`config.mk`:
```
export PLATFORM = sky130hd
export DESIGN_NAME = sal_bank_cmd_arbiter_flat
export DESIGN_NICKNAME = d
export VERILOG_FILES = /design/src/rtl/sal_bank_cmd_arbiter_pkg.sv /design/src/rtl/sal_bank_cmd_arbiter_if.sv /design/src/rtl/sal_bank_cmd_arbiter_rr.sv /design/src/rtl/sal_bank_cmd_arbiter.sv /design/src/flat_wrapper.sv
export SDC_FILE = /design/constraint.sdc
export NUM_CORES = 1
export LEC_CHECK = 0
export CAP_MARGIN = 5
export CORE_ASPECT_RATIO = 0.8
export CORE_UTILIZATION = 48
export CTS_CLUSTER_DIAMETER = 80
export DETAILED_ROUTE_END_ITERATION = 12
export GPL_TIMING_DRIVEN = 1
export HOLD_SLACK_MARGIN = 0.06
export PLACE_DENSITY = 0.83
export SLEW_MARGIN = 20
export SYNTH_ARGS = -nofsm -noshare
export SYNTH_HDL_FRONTEND = slang
export SYNTH_SLANG_ARGS = --single-unit
```
`constraint.sdc`:
```
create_clock -name clk -period 6.4 [get_ports clk]
set_input_delay 1.28 -clock clk [delete_from_list [all_inputs] [get_ports clk]]
set_output_delay 1.28 -clock clk [all_outputs]
set_load 0.01 [all_outputs]
```
`src/rtl/sal_bank_cmd_arbiter_pkg.sv`:
```
// sal_ddr2_pkg: DDR2 command codes, default timing and bank geometry
// shared by the bank command arbiter and its helpers.
package sal_ddr2_pkg;

    typedef enum logic [2:0] {
        CMD_NOP = 3'd0,
        CMD_ACT = 3'd1,
        CMD_RD  = 3'd2,
        CMD_WR  = 3'd3,
        CMD_PRE = 3'd4,
        CMD_REF = 3'd5
    } cmd_e;

    localparam int DDR2_BANKS  = 8;
    localparam int DDR2_BA_W   = $clog2(DDR2_BANKS);
    localparam int DDR2_ADDR_W = 14;

    localparam int T_RRD_DEF = 2;
    localparam int T_CCD_DEF = 2;
    localparam int T_WTR_DEF = 3;
    localparam int T_RTW_DEF = 4;

    localparam int CNT_W = 4;

    function automatic logic [CNT_W-1:0] sat_dec(input logic [CNT_W-1:0] v);
        return (v == '0) ? v : v - 1'b1;
    endfunction

    function automatic logic is_cas(input logic [2:0] c);
        return (c == CMD_RD) || (c == CMD_WR);
    endfunction

endpackage

```
`src/rtl/sal_bank_cmd_arbiter_if.sv`:
```
// Bank-request / refresh handshake and DDR2 command bus bundle.
// master = bank controller side, slave = arbiter side.
interface sal_bank_cmd_arbiter_if #(
    parameter int BK_CNT = 8,
    parameter int ADDR_W = 14
);
    localparam int BA_W = (BK_CNT > 1) ? $clog2(BK_CNT) : 1;

    logic [BK_CNT-1:0]        req_valid;
    logic [BK_CNT*3-1:0]      req_cmd;
    logic [BK_CNT*ADDR_W-1:0] req_addr;
    logic [BK_CNT-1:0]        req_ready;
    logic                     ref_req;
    logic                     ref_ack;
    logic                     cmd_valid;
    logic [2:0]               cmd_code;
    logic [BA_W-1:0]          cmd_ba;
    logic [ADDR_W-1:0]        cmd_addr;

    modport master (
        output req_valid, req_cmd, req_addr, ref_req,
        input  req_ready, ref_ack,
        input  cmd_valid, cmd_code, cmd_ba, cmd_addr
    );

    modport slave (
        input  req_valid, req_cmd, req_addr, ref_req,
        output req_ready, ref_ack,
        output cmd_valid, cmd_code, cmd_ba, cmd_addr
    );

endinterface

```
`src/rtl/sal_bank_cmd_arbiter_rr.sv`:
```
// sal_rr_arbiter: rotating-priority picker, first eligible
// requester at or after ptr (wrapping) wins.
module sal_rr_arbiter #(
    parameter int N  = 8,
    parameter int IW = (N > 1) ? $clog2(N) : 1
) (
    input  logic [N-1:0]  elig,
    input  logic [IW-1:0] ptr,
    output logic [N-1:0]  gnt,
    output logic [IW-1:0] idx
);

    int   j;
    logic found;

    // scan N positions starting at ptr, keep the first hit
    always_comb begin
        gnt   = '0;
        idx   = '0;
        found = 1'b0;
        j     = 0;
        for (int k = 0; k < N; k++) begin
            j = int'(ptr) + k;
            if (j >= N) j = j - N;
            if (!found && elig[j]) begin
                found  = 1'b1;
                gnt[j] = 1'b1;
                idx    = IW'(j);
            end
        end
    end

endmodule

```
`src/rtl/sal_bank_cmd_arbiter.sv`:
```
// sal_bank_cmd_arbiter: shares the DDR2 command bus among bank controllers.
// Optional macro SAL_ARB_CAS_PRIO_EN: RD/WR tier beats ACT/PRE tier.
import sal_ddr2_pkg::*;

module sal_bank_cmd_arbiter #(
    parameter int BK_CNT = DDR2_BANKS,
    parameter int ADDR_W = DDR2_ADDR_W,
    parameter int T_RRD  = T_RRD_DEF,
    parameter int T_CCD  = T_CCD_DEF,
    parameter int T_WTR  = T_WTR_DEF,
    parameter int T_RTW  = T_RTW_DEF
) (
    input  logic                   clk,
    input  logic                   rst_n,
    sal_bank_cmd_arbiter_if.slave  bus
);

    localparam int BA_W = (BK_CNT > 1) ? $clog2(BK_CNT) : 1;

    typedef enum logic {ST_ARB, ST_REF_WAIT} state_e;

    state_e            state_q, state_d;
    logic [CNT_W-1:0]  rrd_q, ccd_q, wtr_q, rtw_q;
    logic [BA_W-1:0]   rr_ptr_q;
    logic [2:0]        bank_cmd [BK_CNT];
    logic [BK_CNT-1:0] elig;
    logic [BK_CNT-1:0] grant;
    logic [BA_W-1:0]   win_idx;
    logic [2:0]        win_cmd;
    logic [ADDR_W-1:0] win_addr;
    logic              cnt_zero;
    logic              bank_fire;

    assign cnt_zero = (rrd_q == '0) && (ccd_q == '0)
                   && (wtr_q == '0) && (rtw_q == '0);

    // per-bank eligibility against the shared timing counters
    always_comb begin
        elig = '0;
        for (int i = 0; i < BK_CNT; i++) begin
            bank_cmd[i] = bus.req_cmd[i*3 +: 3];
            if (bus.req_valid[i]) begin
                case (bank_cmd[i])
                    CMD_ACT: elig[i] = (rrd_q == '0);
                    CMD_RD:  elig[i] = (ccd_q == '0) && (wtr_q == '0);
                    CMD_WR:  elig[i] = (ccd_q == '0) && (rtw_q == '0);
                    CMD_PRE: elig[i] = 1'b1;
                    default: elig[i] = 1'b0;
                endcase
            end
        end
    end

`ifdef SAL_ARB_CAS_PRIO_EN
    logic [BK_CNT-1:0] cas_v, gnt_hi, gnt_lo;
    logic [BA_W-1:0]   idx_hi, idx_lo;

    // split requests into the column tier and the row tier
    always_comb begin
        cas_v = '0;
        for (int i = 0; i < BK_CNT; i++) begin
            cas_v[i] = is_cas(bank_cmd[i]);
        end
    end

    sal_rr_arbiter #(.N(BK_CNT), .IW(BA_W)) u_rr_hi (
        .elig (elig & cas_v),
        .ptr  (rr_ptr_q),
        .gnt  (gnt_hi),
        .idx  (idx_hi)
    );

    sal_rr_arbiter #(.N(BK_CNT), .IW(BA_W)) u_rr_lo (
        .elig (elig & ~cas_v),
        .ptr  (rr_ptr_q),
        .gnt  (gnt_lo),
        .idx  (idx_lo)
    );

    assign grant   = (|gnt_hi) ? gnt_hi : gnt_lo;
    assign win_idx = (|gnt_hi) ? idx_hi : idx_lo;
`else
    sal_rr_arbiter #(.N(BK_CNT), .IW(BA_W)) u_rr (
        .elig (elig),
        .ptr  (rr_ptr_q),
        .gnt  (grant),
        .idx  (win_idx)
    );
`endif

    assign win_cmd  = bank_cmd[win_idx];
    assign win_addr = bus.req_addr[win_idx*ADDR_W +: ADDR_W];

    // FSM state register
    always_ff @(posedge clk or negedge rst_n) begin
        if (!rst_n) state_q <= ST_ARB;
        else        state_q <= state_d;
    end

    // FSM next state: wait for refresh until acked or withdrawn
    always_comb begin
        state_d = state_q;
        case (state_q)
            ST_ARB:
                if (bus.ref_req && !bus.ref_ack) state_d = ST_REF_WAIT;
            ST_REF_WAIT:
                if (bus.ref_ack || !bus.ref_req) state_d = ST_ARB;
            default: state_d = ST_ARB;
        endcase
    end

    // FSM outputs: refresh owns the bus, banks see no ready
    always_comb begin
        bus.ref_ack   = rst_n && bus.ref_req && cnt_zero;
        bus.req_ready = '0;
        if (rst_n && !bus.ref_req) bus.req_ready = grant;
    end

    assign bank_fire = |bus.req_ready;

    // timing counters: reload on grant of their class, else count down
    always_ff @(posedge clk or negedge rst_n) begin
        if (!rst_n) begin
            rrd_q <= '0;
            ccd_q <= '0;
            wtr_q <= '0;
            rtw_q <= '0;
        end else if (bus.ref_ack) begin
            rrd_q <= '0;
            ccd_q <= '0;
            wtr_q <= '0;
            rtw_q <= '0;
        end else begin
            rrd_q <= (bank_fire && win_cmd == CMD_ACT)
                   ? CNT_W'(T_RRD - 1) : sat_dec(rrd_q);
            ccd_q <= (bank_fire && is_cas(win_cmd))
                   ? CNT_W'(T_CCD - 1) : sat_dec(ccd_q);
            wtr_q <= (bank_fire && win_cmd == CMD_WR)
                   ? CNT_W'(T_WTR - 1) : sat_dec(wtr_q);
            rtw_q <= (bank_fire && win_cmd == CMD_RD)
                   ? CNT_W'(T_RTW - 1) : sat_dec(rtw_q);
        end
    end

    // round-robin pointer advances past each bank winner
    always_ff @(posedge clk or negedge rst_n) begin
        if (!rst_n) begin
            rr_ptr_q <= '0;
        end else if (bank_fire) begin
            if (win_idx == BA_W'(BK_CNT - 1)) rr_ptr_q <= '0;
            else                              rr_ptr_q <= win_idx + 1'b1;
        end
    end

    // registered command bus; ba/addr hold across NOP cycles
    always_ff @(posedge clk or negedge rst_n) begin
        if (!rst_n) begin
            bus.cmd_valid <= 1'b0;
            bus.cmd_code  <= CMD_NOP;
            bus.cmd_ba    <= '0;
            bus.cmd_addr  <= '0;
        end else if (bus.ref_ack) begin
            bus.cmd_valid <= 1'b1;
            bus.cmd_code  <= CMD_REF;
        end else if (bank_fire) begin
            bus.cmd_valid <= 1'b1;
            bus.cmd_code  <= win_cmd;
            bus.cmd_ba    <= win_idx;
            bus.cmd_addr  <= win_addr;
        end else begin
            bus.cmd_valid <= 1'b0;
            bus.cmd_code  <= CMD_NOP;
        end
    end

endmodule
```
`src/flat_wrapper.sv`:
```
// flat-port wrapper written by rule: the top's interface ports become plain ports
module sal_bank_cmd_arbiter_flat 
#(
    parameter int BK_CNT = DDR2_BANKS,
    parameter int ADDR_W = DDR2_ADDR_W,
    parameter int T_RRD  = T_RRD_DEF,
    parameter int T_CCD  = T_CCD_DEF,
    parameter int T_WTR  = T_WTR_DEF,
    parameter int T_RTW  = T_RTW_DEF
)
  (clk, rst_n, bus_req_valid, bus_req_cmd, bus_req_addr, bus_ref_req, bus_req_ready, bus_ref_ack, bus_cmd_valid, bus_cmd_code, bus_cmd_ba, bus_cmd_addr);
  sal_bank_cmd_arbiter_if #(.BK_CNT(BK_CNT), .ADDR_W(ADDR_W)) bus_i ();
  input  logic clk;
  input  logic rst_n;
  input wire logic [$bits(bus_i.req_valid)-1:0] bus_req_valid;
  input wire logic [$bits(bus_i.req_cmd)-1:0] bus_req_cmd;
  input wire logic [$bits(bus_i.req_addr)-1:0] bus_req_addr;
  input wire logic [$bits(bus_i.ref_req)-1:0] bus_ref_req;
  output wire logic [$bits(bus_i.req_ready)-1:0] bus_req_ready;
  output wire logic [$bits(bus_i.ref_ack)-1:0] bus_ref_ack;
  output wire logic [$bits(bus_i.cmd_valid)-1:0] bus_cmd_valid;
  output wire logic [$bits(bus_i.cmd_code)-1:0] bus_cmd_code;
  output wire logic [$bits(bus_i.cmd_ba)-1:0] bus_cmd_ba;
  output wire logic [$bits(bus_i.cmd_addr)-1:0] bus_cmd_addr;
  assign bus_i.req_valid = bus_req_valid;
  assign bus_i.req_cmd = bus_req_cmd;
  assign bus_i.req_addr = bus_req_addr;
  assign bus_i.ref_req = bus_ref_req;
  assign bus_req_ready = bus_i.req_ready;
  assign bus_ref_ack = bus_i.ref_ack;
  assign bus_cmd_valid = bus_i.cmd_valid;
  assign bus_cmd_code = bus_i.cmd_code;
  assign bus_cmd_ba = bus_i.cmd_ba;
  assign bus_cmd_addr = bus_i.cmd_addr;
  sal_bank_cmd_arbiter #(.BK_CNT(BK_CNT), .ADDR_W(ADDR_W), .T_RRD(T_RRD), .T_CCD(T_CCD), .T_WTR(T_WTR), .T_RTW(T_RTW)) u_core (.clk(clk), .rst_n(rst_n), .bus(bus_i));
endmodule
```
==> results list, run 1 <==
* Outcome: finished, final reports clean
- Final Max Slew Viols: 0
* Final layout net count: around 1000
- Antenna-violating nets left: 0
- IO Count: ~180
- Std cell rows: 33
- Sequential cells were found to cover a little under a fifth of the synthesized design area.
- The number of hold buffers added after CTS was 0.
* Aggregate global routing overflow: 0
- The average instance in the mapped netlist occupies about 8 um2.
* Die Y-Extent: 95.9 um
* Remaining max-slew budget at the tightest pin: a little over half
- Entering global routing, the biggest net connects 42 pins.
* Final wirelength: 20500 um
* Synthesized netlist net count: approximately 840
- Yosys warnings: 0
- STA puts the critical path data required time at slightly above 5000 ps.
* Routability Congestion: 0.970
- Vias/cell: between 6 and 7
* Die footprint: 11500 um2
* Via count of the first global-routing pass: 6023
- Hold Vio Cnt, Final: 0
- Routed len/inst: ~20 um
- Synthesis handed over a netlist of a little under 700 instances.
- Post-route DRC: 0
* Initial standard-cell utilization of the core: 50.5%
- Total clock buffers created by CTS: 5
- Static timing analysis puts the maximum clock frequency at about 0.16 GHz.
* Element type at the critical path end: primary output
- Clock-pin slew was measured on the worst setup and hold paths at roughly 60 ps.
* Capturing point of the worst reg2reg path: u_core.bus.cmd_addr[4]
* Global-route wire length before repair: roughly 31000 um
- Yosys mapped a number of flops with a built-in enable equal to 0.
- In this run the deepest clock path goes through 2 buffers.
* Maximum clock skew at final layout: 5.43 ps
- CP Max Fanout: 20
- The pre-antenna-repair detailed-routing pass consisted of 5 iterations.
- R2R setup slack: ~800 ps
- Top area cells in the synthesized netlist: sky130_fd_sc_hd__dfrtp_1, sky130_fd_sc_hd__mux2_2, sky130_fd_sc_hd__mux2i_1
- Core area: about 10000 um2
- Across every metal layer, demand over resource in global routing totals a little over a third.
- Transition time of the tightest slew-check pin: around 720 ps
* Fin crit period: about 6300 ps
* Via Count: around 6500
- Tracing the worst setup path back leads to its startpoint at bus_req_cmd[0].
* Number of synthesized register bits: 40
- Worst-case hold slack: 485 ps
* Root cell of the clock tree: sky130_fd_sc_hd__clkbuf_16
* H-tree lvl count: 2
- At the later pin of the worst-skew pair, clock insertion delay measures 280 ps.
* I/O Buffers: around 180
* Yosys top cell by area: sky130_fd_sc_hd__dfrtp_1
- In this run the biggest area consumer among cell types represents 18.9% of the synthesized area.
* Depth of the worst register-to-register path: 19
- Of all flip-flops after synthesis, the portion carrying an async set or reset was between 90% and 100%.
- CP Data Arrival Time: a little over 5000 ps
- The number of different library cells used by synthesis comes to 86.
- CTS sink count: 40
- Combined area of all synthesized cells: about 5300 um2
* First-iteration detailed-routing DRC count: between 700 and 800
- Layout Area Growth over Synthesis: 45.5%
- The number of antenna violations at the first check in global routing is 1.
* Type of the tightest min-delay check: flip-flop to flip-flop
- Measured on the finished design, the core utilization comes to about 73%.
* Reg-to-reg critical path startpoint: u_core.ccd_q[0]
- Horizontal die dimension: 119 um
- TritonCTS built the clock tree.
- Start-to-end type of the worst setup path: input pin to primary output
- The worst setup path is launched from an input pin.
- Fraction of final layout cells sized beyond drive strength 1: approximately 17%
- Total setup violations reported at the end of the flow: 0
- Final Cycle Share: 98.8%
- The HPWL after detailed placement is 15900 um.
- Critical Path Sink: bus_req_ready[7]
- The tool flagged a number of max-cap violations equal to 0.
- In the synthesized netlist the dominant register cell turns out to be sky130_fd_sc_hd__dfrtp_1.
[cells in the final DEF, fill, tap and decap left out, drive strengths merged, types with 6 or more instances in the layout]
cell type	netlist	layout
a221oi	9	9
dfrtp	40	40
a21o	8	8
o22ai	16	16
mux2i	35	35
clkdlybuf4s50	0	173
o221ai	8	8
buf	25	53
a211o	7	7
nand2	68	68
mux2	33	33
a211oi	19	19
xnor2	6	6
a2111oi	9	9
nor3b	6	6
inv	18	19
a21oi	55	55
nand4	11	11
o21ai	39	39
a31oi	6	6
nand3	16	16
nor3	23	23
and2	6	6
ha	17	17
and3	6	6
nor2	61	61
or3b	7	7
[layout make-up]
cell class | count | area [um2]
inverter | 21 | 78.8
tap | 140 | 175
antenna | 1 | 2.50
timing repair buffer | 228 | 2180
clock buffer | 5 | 125
multi-input combinational | 566 | 4080
clock inverter | 2 | 60.1
fill | 810 | 2780
sequential | 40 | 1000
[synth_stat cells (all sizes together), types with 4 or more instances]
library cell	n
a2111oi	9
a211o	7
a211oi	19
a21boi	5
a21o	8
a21oi	55
a221oi	9
a22oi	5
a31o	4
a31oi	6
and2	6
and3	6
and4	4
buf	25
clkbuf	21
dfrtp	40
ha	17
inv	18
mux2	33
mux2i	35
nand2	68
nand2b	4
nand3	16
nand3b	4
nand4	11
nor2	61
nor3	23
nor3b	6
o211ai	5
o21ai	39
o221ai	8
o22ai	16
o311ai	4
o31ai	5
or3	5
or3b	7
xnor2	6
[per-stage QoR]
stage                     std cells  area [um2]  worst slack [ps]  TNS [ps]
after floorplan                 673        5300               988         0
after global placement          993        7400               112         0
after detailed placement        993        7400              30.7         0
after CTS                      1000        7580              12.7         0
after global routing           1003        7700             -21.7     -38.6
final                          1003        7700              77.2         0
[repair_timing]
| action | CTS | global route |
|---|---|---|
| buffers inserted | 0 | 2 |
| resized for setup | 0 | 23 |
| setup endpoints to repair | 0 | 8 |
[flip-flops by register name (all words and copies together), names as in the netlist]
| signal | count |
|---|---|
| u_core.bus.cmd_addr | 14 |
| u_core.bus.cmd_ba | 3 |
| u_core.bus.cmd_code | 3 |
| u_core.bus.cmd_valid | 1 |
| u_core.ccd_q | 4 |
| u_core.rr_ptr_q | 3 |
| u_core.rrd_q | 4 |
| u_core.rtw_q | 4 |
| u_core.wtr_q | 4 |
[metal layers]
| layer | routed length [um] | up-vias | share of wire, % | global-route usage [%] |
|---|---|---|---|---|
| met2 | 9510 | 423 | 46 | 57.6 |
| met1 | 8490 | 3074 | 41 | 46.3 |
| met4 | 441 | 0 | 2.1 | 8.85 |
| li1 | - | 2968 | - | - |
| met5 | 0 | - | 0 | 0 |
| met3 | 2070 | 52 | 10 | 7.35 |
[kinds of logic (layout without fill, tap and decap cells)]
kind of cell    after synthesis  after routing  share of synthesized area [%]
compound gates              239            239                           32.2
mux                          71             71                           14.9
buf+inv                      67            256                           6.00
fa+ha+maj                    17             17                           4.02
xor+xnor                      8              8                           1.32
flops                        40             40                           18.9
other cells                   0              1                              0
simple gates                231            231                           22.6
[how the worst min path moves through the flow]
| stage | startpoint | to | slack (ps) | depth (start not counted) |
|---|---|---|---|---|
| 6_report | u_core.bus.cmd_addr[3] | u_core.bus.cmd_addr[3] | 490 | 2 |
| 5_1_grt | u_core.bus.cmd_addr[3] | u_core.bus.cmd_addr[3] | 510 | 2 |
| 4_1_cts | u_core.bus.cmd_addr[3] | u_core.bus.cmd_addr[3] | 490 | 2 |
| 3_5_place_dp | u_core.bus.cmd_addr[3] | u_core.bus.cmd_addr[3] | 480 | 2 |
| 3_3_place_gp | u_core.bus.cmd_addr[2] | u_core.bus.cmd_addr[2] | 470 | 2 |
| 2_1_floorplan | u_core.rrd_q[1] | u_core.rrd_q[1] | 500 | 2 |
[worst max-delay path, stage by stage]
cell and delay [ps]:
sky130_fd_sc_hd__clkdlybuf4s50_1 490, sky130_fd_sc_hd__buf_4 190, sky130_fd_sc_hd__nand3b_1 90, sky130_fd_sc_hd__nor3_1 70
sky130_fd_sc_hd__o31a_1 370, sky130_fd_sc_hd__mux4_2 500, sky130_fd_sc_hd__or2_0 240, sky130_fd_sc_hd__o32ai_2 190
sky130_fd_sc_hd__buf_12 200, sky130_fd_sc_hd__and4_2 290, sky130_fd_sc_hd__nand3_1 120, sky130_fd_sc_hd__a31o_2 280
sky130_fd_sc_hd__a21oi_1 140, sky130_fd_sc_hd__clkdlybuf4s50_1 570
Power of run 1 is not shown: default switching activity piles up to over one toggle a cycle in this logic, so the estimate is an artifact.
==> run 2, diff against run 1 <==
--- a/config.mk
+++ b/config.mk
@@ -10,7 +10,7 @@
 export CORE_UTILIZATION = 48
 export CTS_CLUSTER_DIAMETER = 80
 export DETAILED_ROUTE_END_ITERATION = 12
-export GPL_TIMING_DRIVEN = 1
+export GPL_TIMING_DRIVEN = 0
 export HOLD_SLACK_MARGIN = 0.06
 export PLACE_DENSITY = 0.83
 export SLEW_MARGIN = 20
==> results list, run 2 (same netlist as run 1, synthesis figures left out) <==
- Depth of the worst hold-timing path: 2
* CTS tree: done
- After floorplanning, the core was sized to cover ~10000 um2.
* Global-route wire length before repair: approximately 33000 um
* Aggregate global routing overflow: 0
- Hold Vio Cnt, Final: 0
- The count of nets left with antenna violations once routing finished came out at 0.
- Final standard cell count with taps included and fillers excluded: about 1000
- After detailed routing, the average wire length per cell comes to ~22 um.
- Input and output buffers added on the ports amount to approximately 180.
- The highest metal layer carrying signal wires in the routed design is met4.
- Layout Area Growth over Synthesis: 44.8%
- Final Max Slew Viols: 0
- CTS clk-pin slew, worst paths: ~60 ps
* Fraction of final layout cells sized beyond drive strength 1: between 10% and 20%
- H-tree lvl count: 2
- IO Count: about 180
- Leaving out fill and tap cells, the most frequent cells in the layout are sky130_fd_sc_hd__clkdlybuf4s50_1, sky130_fd_sc_hd__nand2_1, sky130_fd_sc_hd__nor2_1.
* Met3 routed wirelength: ~3000 um
- Post-route DRC: 0
- Detailed placement finished with a half-perimeter wire length of 17300 um.
- Final layout net count: about 1000
- Depth of the worst register-to-register path: 19
* Std cell rows: 33
- Number of search-and-repair iterations in the first detailed-routing pass: 5
- Maximum clock skew at final layout: 8.95 ps
* Horizontal die dimension: ~120 um
* Count of max-cap constraint violations: 0
* Most common library cell in the layout ignoring fill and taps: sky130_fd_sc_hd__clkdlybuf4s50_1
* Final Cycle Share: 99.9%
- Fin crit period: between 6000 and 7000 ps
- CTS sink count: 40
- Setup repair after global routing could not meet its margin everywhere.
- Total routed wire length on the met1 layer: 8590 um
- In the detailed route, the total length drawn on met2 is between 9000 and 10000 um.
* Antenna violations before repair: 1
* Core utilization of the finished layout: about three quarters
- Top register by number of flip-flops: u_core.bus.cmd_addr
* Element type at the critical path end: primary output
* Via Count: 6745
* Insertion delay to the later sink of the worst-skew pair: approximately 280 ps
- Derived from the worst setup path, the maximum achievable clock frequency is 0.156 GHz.
* Root cell of the clock tree: sky130_fd_sc_hd__clkbuf_16
- In the routed layout, each cell is associated on average with a via count of between 6 and 7.
- The die covers about 11000 um2.
* Fill cell count: approximately 770
- For this configuration, the core starts out at a cell density of 50.5%.
- First-iteration detailed-routing DRC count: 872
- CP Max Fanout: 7
- All-layer global routing usage: ~38%
- In this run, placement finished with an instance count of 990.
- Final wirelength: around 22000 um
* Maximum number of pins on one net before global-route repair: 32
* Type of the tightest min-delay check: flip-flop to flip-flop
- Worst-case hold slack: just under 500 ps
* Routability Congestion: approximately 0.96
- Remaining max-slew budget at the tightest pin: between 20% and 30%
- Req. time, crit path: 5120 ps
- Measured along the y axis, the die boundary spans between 90 and 100 um.
- Counting along the longest clock path gives a buffer depth of 2.
* Critical path startpoint category: input pin
* Via count of the first global-routing pass: 6301
* Max FFs per register: 14
- Start-to-end type of the worst setup path: input pin to primary output
- Total setup violations reported at the end of the flow: 0
* Transition time of the tightest slew-check pin: 1160 ps
* Setup TNS: 0 ps
- CP Data Arrival Time: a little over 5000 ps
- Outcome: finished, final reports clean
- In this run, CTS created clock tree buffers numbering 5.
[run 2: critical path, stage by stage]
cell                              delay (ps)
sky130_fd_sc_hd__clkdlybuf4s50_1         530
sky130_fd_sc_hd__o21ai_0                 200
sky130_fd_sc_hd__nand2_1                 130
sky130_fd_sc_hd__a2111oi_0               740
sky130_fd_sc_hd__nor4_1                  170
sky130_fd_sc_hd__o22ai_2                 220
sky130_fd_sc_hd__nor3b_2                 280
sky130_fd_sc_hd__and4_1                  210
sky130_fd_sc_hd__buf_2                   220
sky130_fd_sc_hd__nand3_1                 120
sky130_fd_sc_hd__a32o_1                  310
sky130_fd_sc_hd__a21oi_1                 140
sky130_fd_sc_hd__clkdlybuf4s50_1         550
[run 2: cell type report]
cell class	count	area, um2	share of cell area [%]
Multi-Input combinational cell	566	4140	54.0
Timing Repair Buffer	187	1850	24.1
Sequential cell	40	1000	13.1
Buffer	46	255	3.33
Tap cell	140	175	2.29
Clock buffer	6	129	1.68
Inverter	21	78.8	1.03
Clock inverter	2	35.0	0.457
Antenna cell	1	2.50	0.0326
[run 2: worst paths after layout]
kind | startpoint | end | slack [ps]
worst max register to register | u_core.rr_ptr_q[0] | u_core.wtr_q[1] | 490
worst min-delay path | u_core.bus.cmd_addr[12] | u_core.bus.cmd_addr[12] | 490
min in group asynchronous | rst_n | u_core.ccd_q[0] | 890
worst min register to register | u_core.bus.cmd_addr[12] | u_core.bus.cmd_addr[12] | 490
max in group asynchronous | rst_n | u_core.bus.cmd_addr[9] | 5050
worst max-delay path | bus_req_cmd[19] | bus_req_ready[1] | 10
[run 2: timing repair]
item / in CTS / in global routing
hold buffers: 0 / 0
pin swaps: 3 / 2
resized for setup: 23 / 42
setup buffers: 8 / 2
setup endpoints to repair: 8 / 11
[run 2: stage by stage]
stage | instance area (um2) | worst slack, ps
final | 7660 | 9.57
after global routing | 7660 | -64.9
after CTS | 7540 | 2.05
after detailed placement | 7250 | -670
after global placement | 7230 | -604
after floorplan | 5300 | 988
[run 2: routing by layer]
| metal | GRT usage [%] | vias up |
|---|---|---|
| li1 | - | 2993 |
| met1 | 49.3 | 3153 |
| met2 | 59.5 | 531 |
| met3 | 11.7 | 68 |
| met4 | 10.9 | 0 |
| met5 | 0 | - |
Power of run 2 is left out for the same reason.
==> patch 1: new RTL, settings of run 1 <==
Set the package constant `DDR2_ADDR_W` to 13 (it was 14).
--- a/src/rtl/sal_bank_cmd_arbiter_pkg.sv
+++ b/src/rtl/sal_bank_cmd_arbiter_pkg.sv
@@ -13,7 +13,7 @@
 
     localparam int DDR2_BANKS  = 8;
     localparam int DDR2_BA_W   = $clog2(DDR2_BANKS);
-    localparam int DDR2_ADDR_W = 14;
+    localparam int DDR2_ADDR_W = 13;
 
     localparam int T_RRD_DEF = 2;
     localparam int T_CCD_DEF = 2;
Ports: changed (resized bus_cmd_addr and bus_req_addr); port bits go from 177 to 168. The function was not compared with the original's and may differ.
==> patch 1 against run 1 <==
  * Design area fell by 5.8%
  * Sequential cell count fell by 1
  * Count of clock-buffer cells in the layout rose by 1
  * Die area fell by 5.6%
  * Sequential share of layout area rose by 0.45 points
  * Register-to-register slack got worse by 0.05 ns
  * Synthesized area fell by 5.7%
  * Setup slack got worse by 0.010 ns
  * Routed wire length fell by 5.3%
==> patch 1: results (changes against run 1) <==
Avg WL per Cell -> 20.6 um (+0.59%)
Tot GR Track Use -> 36.4% (+1.7 points)
Post-synthesis compound-gate area fraction -> 32.8% (+0.53 points)
Initial DRC count -> 650 (-18%)
IO buf count -> 167 (-5.1%)
Final clock-cell share -> 1.95% (-0.46 points)
First-pass GRT wire length -> 30.2 mm (-3.6%)
DP Area -> 6980 sq um (-5.6%)
Synth area leaders -> dfrtp_1 20%, mux2i_1 10%, a211oi_1 6.6%
Synthesized Nets -> 783 (-6.5%)
Layout Nets -> 961 (-6.3%)
M1 WL -> 7.69 mm (-9.5%)
Crit path DAT -> 5.05 ns (about the same)
Area of the multi-input gates -> 3820 sq um (-6.5%)
Fillers -> 710 (-12%)
Invs w/o clock -> 24 (+14%)
Pre-CTS setup slack -> -0.0303 ns (-0.0610 ns)
GRT met3 Usage -> 6.80% (-0.54 points)
Vias in the first global route -> 5931 (-1.5%)
Largest net degree at the start of global routing -> 79 (+88%)
Final HPWL DP -> 14.9 mm (-6.3%)
Met2 WL -> 8.87 mm (-6.7%)
Rows -> 32 (-3.0%)
Multi-input comb cells -> 522 (-7.8%)
Met3 wire len -> 1.93 mm (-6.8%)
Mux contribution to synthesized area -> 14.3% (-0.58 points)
Register area share after synthesis -> 19.5% (+0.64 points)
Buffering overhead -> 28.4% (+0.11 points)
Fraction of layout cells with a size suffix above 1 -> 14.4% (-2.4 points)
Bufs w/o clock -> 214 (-6.1%)
Clock skew -> 0.00773 ns (+0.00230 ns)
Final-layout clock buffer total -> 6 (+1)
Met1 usage -> 45.7% (-0.55 points)
Postcts setup bufs -> 1 (+1)
Seq area share -> 13.4% (+0.45 points)
Crit path max-delay family -> compound AO/OA/AOI/OAI gates
Xor/xnor share of the synthesized area -> 1.40% (+0.080 points)
Top cells by count, synth -> 63 x nand2_1, 51 x mux2i_1, 45 x a21oi_1
Vias -> 6169 (-5.3%)
Final Max Slew Viols -> 0 (unchanged)
Gp weighted congestion -> 0.982 (+1.3%)
Met2 Use GR -> 59.3% (+1.7 points)
Status -> finished clean
patch 1: cell count changes in the layout (fill, tap and decap cells not counted), moves of 13 or more:
cell                    run 1  this run
a211oi_1                   18        43
clkdlybuf4s50_1           173       160
mux2_2                     33        12
nor2_1                     61        25
nor2b_1                     1        31
patch 1: worst paths after layout:
| check | from | end | depth (start not counted) |
|---|---|---|---|
| worst min register to register | u_core.bus.cmd_addr[5]$_DFFE_PN0P_ | u_core.bus.cmd_addr[5]$_DFFE_PN0P_ | 2 |
| worst max register to register | u_core.ccd_q[0]$_DFFE_PN0P_ | u_core.rrd_q[1]$_DFFE_PN0P_ | 20 |
| max in group asynchronous | rst_n | u_core.bus.cmd_ba[1]$_DFFE_PN0P_ | 2 |
| min in group asynchronous | rst_n | u_core.rrd_q[0]$_DFFE_PN0P_ | 1 |
| worst min-delay path | u_core.bus.cmd_addr[5]$_DFFE_PN0P_ | u_core.bus.cmd_addr[5]$_DFFE_PN0P_ | 2 |
| worst max-delay path | bus_req_cmd[7] | bus_req_ready[3] | 12 |
patch 1: power breakdown:
group          internal (mW)  leakage, nW  switching, mW  total [mW]
clock network          0.144       0.0669          0.104       0.247
registers              0.382        0.478         0.0879       0.470
logic                   1.78         2.48           2.48        4.26
total                   2.30         3.02           2.67        4.97
patch 1: metrics by stage:
step	util, %	hold slack [ns]	std cells	total power [mW]	TNS [ns]
4_1_cts	72.3	0.493	942	4.85	0
6_report	73.4	0.488	944	4.97	0
3_5_place_dp	70.6	0.477	933	4.57	-0.0303
3_3_place_gp	70.6	0.463	933	4.45	0
5_1_grt	73.4	0.519	944	5.35	-0.0342
2_1_floorplan	-	0.494	628	3.40	0
patch 1: tightest hold or removal path: stages (launching register included):
cell and delay (ns):
dfrtp_1 0.35, nand2_1 0.05, o21ai_0 0.06
==> patch 2: new RTL, flow settings as in run 1 <==
Without the edit above. Make the reset (`rst_n`) synchronous in 4 clocked blocks.
--- a/src/rtl/sal_bank_cmd_arbiter.sv
+++ b/src/rtl/sal_bank_cmd_arbiter.sv
@@ -92,7 +92,7 @@
     assign win_addr = bus.req_addr[win_idx*ADDR_W +: ADDR_W];
 
     // FSM state register
-    always_ff @(posedge clk or negedge rst_n) begin
+    always_ff @(posedge clk) begin
         if (!rst_n) state_q <= ST_ARB;
         else        state_q <= state_d;
     end
@@ -119,7 +119,7 @@
     assign bank_fire = |bus.req_ready;
 
     // timing counters: reload on grant of their class, else count down
-    always_ff @(posedge clk or negedge rst_n) begin
+    always_ff @(posedge clk) begin
         if (!rst_n) begin
             rrd_q <= '0;
             ccd_q <= '0;
@@ -143,7 +143,7 @@
     end
 
     // round-robin pointer advances past each bank winner
-    always_ff @(posedge clk or negedge rst_n) begin
+    always_ff @(posedge clk) begin
         if (!rst_n) begin
             rr_ptr_q <= '0;
         end else if (bank_fire) begin
@@ -153,7 +153,7 @@
     end
 
     // registered command bus; ba/addr hold across NOP cycles
-    always_ff @(posedge clk or negedge rst_n) begin
+    always_ff @(posedge clk) begin
         if (!rst_n) begin
             bus.cmd_valid <= 1'b0;
             bus.cmd_code  <= CMD_NOP;
Formal check against the unedited RTL: differs if rst_n is asserted again (counterexample within 4 cycles, from zero or initial values and one cycle with rst_n low); with rst_n held inactive, the same outputs for 4 cycles.
==> patch 2 against run 1 <==
  * Routed wire length shrank 1.9%
  * Design area grew 0.47%
  * Cell count shrank 5.2%
  * Highest routed layer unchanged
  * Critical path type unchanged
  * Synthesized area shrank 1.7%
  * Sequential cell count is the same
  * Setup slack gained 0.059 ns
  * Critical endpoint is now bus_req_ready[3]
  * Core utilization grew 0.93 points
  * Clock skew grew 0.0029 ns
==> patch 2: results (changes against run 1) <==
Status -> finished clean
Vias in the first global route -> 5964 (-0.98%)
Gp weighted congestion -> 0.962 (-0.82%)
Vias -> 6071 (-6.8%)
Leak -> 3.06 nW
Avg WL per Cell -> 21.2 um (+3.4%)
Asr flop ratio synth -> 0% (-100 points)
First-pass GRT wire length -> 30.8 mm (-1.8%)
Tot GR Track Use -> 34.4% (-0.28 points)
Critical Path Fanout Max -> 5 (-75%)
Register area share after synthesis -> 15.4% (-3.5 points)
CTS Buffer Depth -> 2 (unchanged)
GRT met3 Usage -> 6.88% (-0.47 points)
Root Buffer -> clkbuf_16
H-Tree Depth -> 2 (unchanged)
Clock skew -> 0.00835 ns (+0.00293 ns)
Placed Instances -> 934 (-5.9%)
Top cells by count, synth -> 141 x mux2i_1, 43 x nand2_1, 43 x nor2_1
Inserted Clock Buffers -> 5 (unchanged)
Final HPWL DP -> 15.4 mm (-3.2%)
Initial antenna violation count -> 0 (-1)
Crit path max-delay family -> simple AND/OR/NAND/NOR gates
M1 WL -> 7.62 mm (-10%)
Met1 usage -> 41.9% (-4.4 points)
Primary FF master, synth -> dfxtp_1
Uppermost routed layer -> met4
DP Area -> 7300 sq um (-1.3%)
Initial DRC count -> 629 (-21%)
Remaining Overflow, GRT -> 0 (unchanged)
Met2 Use GR -> 61.9% (+4.4 points)
Actual transition at the worst max-transition pin -> 0.714 ns (-0.00404 ns)
Largest net degree at the start of global routing -> 50 (+19%)
Layout Nets -> 973 (-5.2%)
Number of flip-flops in the largest register -> 14 (unchanged)
Drt pass-1 iters -> 8 (+3)
Synth unique cells -> 87 (+1.2%)
Hold Path Class -> flip-flop to flip-flop
Worst skew pair latency -> 0.28 ns (about the same)
Met2 WL -> 9.76 mm (+2.7%)
Largest reg by FF count -> u_core.bus.cmd_addr
Fraction of layout cells with a size suffix above 1 -> 16.4% (-0.42 points)
Mapped Cells -> 617 (-8.3%)
Clock transition at path regs -> 0.06 ns (about the same)
Synth area leaders -> mux2i_1 27%, dfxtp_1 15%, ha_1 3.8%
Yosys warns -> 0 (unchanged)
Post-Layout Cell Count -> 951 (-5.2%)
Crit path DAT -> 4.98 ns (-0.06 ns)
ANT cells -> 0 (-1)
IO buf count -> 176 (unchanged)
Pre-CTS setup slack -> -0.00595 ns (-0.0366 ns)
Worst ir drop on vdd -> 0.336 mV
Met3 wire len -> 2.20 mm (+5.9%)
Max incr delay on CP -> 0.59 ns (+0.02 ns)
Max stage delay cell, worst path -> or4b_1
Synthesized Nets -> 780 (-6.8%)
[patch 2: cell types whose count changed after synthesis, sizes merged, moves of 8 or more]
cell and change:
mux2i +106, nand2 -25, dfxtp +40, mux2 -23
o22ai -14, a211oi -10, nor2 -18, dfrtp -40
a21oi -22, o21ai -8
[patch 2: logic make-up after synthesis]
family          after synthesis  synth area share, %
mux                         158                 32.4
simple gates                191                 21.0
buf+inv                      59                 5.29
xor+xnor                     13                 2.19
fa+ha+maj                    16                 3.85
compound gates              140                 20.0
flops                        40                 15.4
[patch 2: where the power goes]
| group | switching [mW] | internal (mW) |
|---|---|---|
| Sequential | 0.0691 | 0.329 |
| Combinational | 1.49 | 1.22 |
| Clock | 0.105 | 0.156 |
[patch 2: final cells by class]
class                           count  area (sq um)
Timing Repair Buffer              223          2180
Inverter                           21          78.8
Fill cell                         709          2670
Clock buffer                        6           139
Tap cell                          140           175
Sequential cell                    40           801
Clock inverter                      2          13.8
Multi-Input combinational cell    519          4350
[patch 2: repair_timing]
item                                    CTS  global route
cloned                                    0             1
gates resized for setup                   0            42
pin swaps                                 1            10
endpoints found under the setup margin    3             8
buffers inserted                          0             8
hold buffers                              0             0
[patch 2: worst paths after layout]
path | from | end | slack [ns] | cells past startpoint
worst max-delay path | bus_req_cmd[11] | bus_req_ready[3] | 0.14 | 11
worst min-delay path | u_core.bus.cmd_ba[2]$_SDFFE_PN0P_ | u_core.bus.cmd_ba[2]$_SDFFE_PN0P_ | 0.52 | 2
worst max register to register | u_core.rrd_q[0]$_SDFFE_PP0P_ | u_core.bus.cmd_addr[9]$_SDFFE_PN0P_ | 0.91 | 19
worst min register to register | u_core.bus.cmd_ba[2]$_SDFFE_PN0P_ | u_core.bus.cmd_ba[2]$_SDFFE_PN0P_ | 0.52 | 2
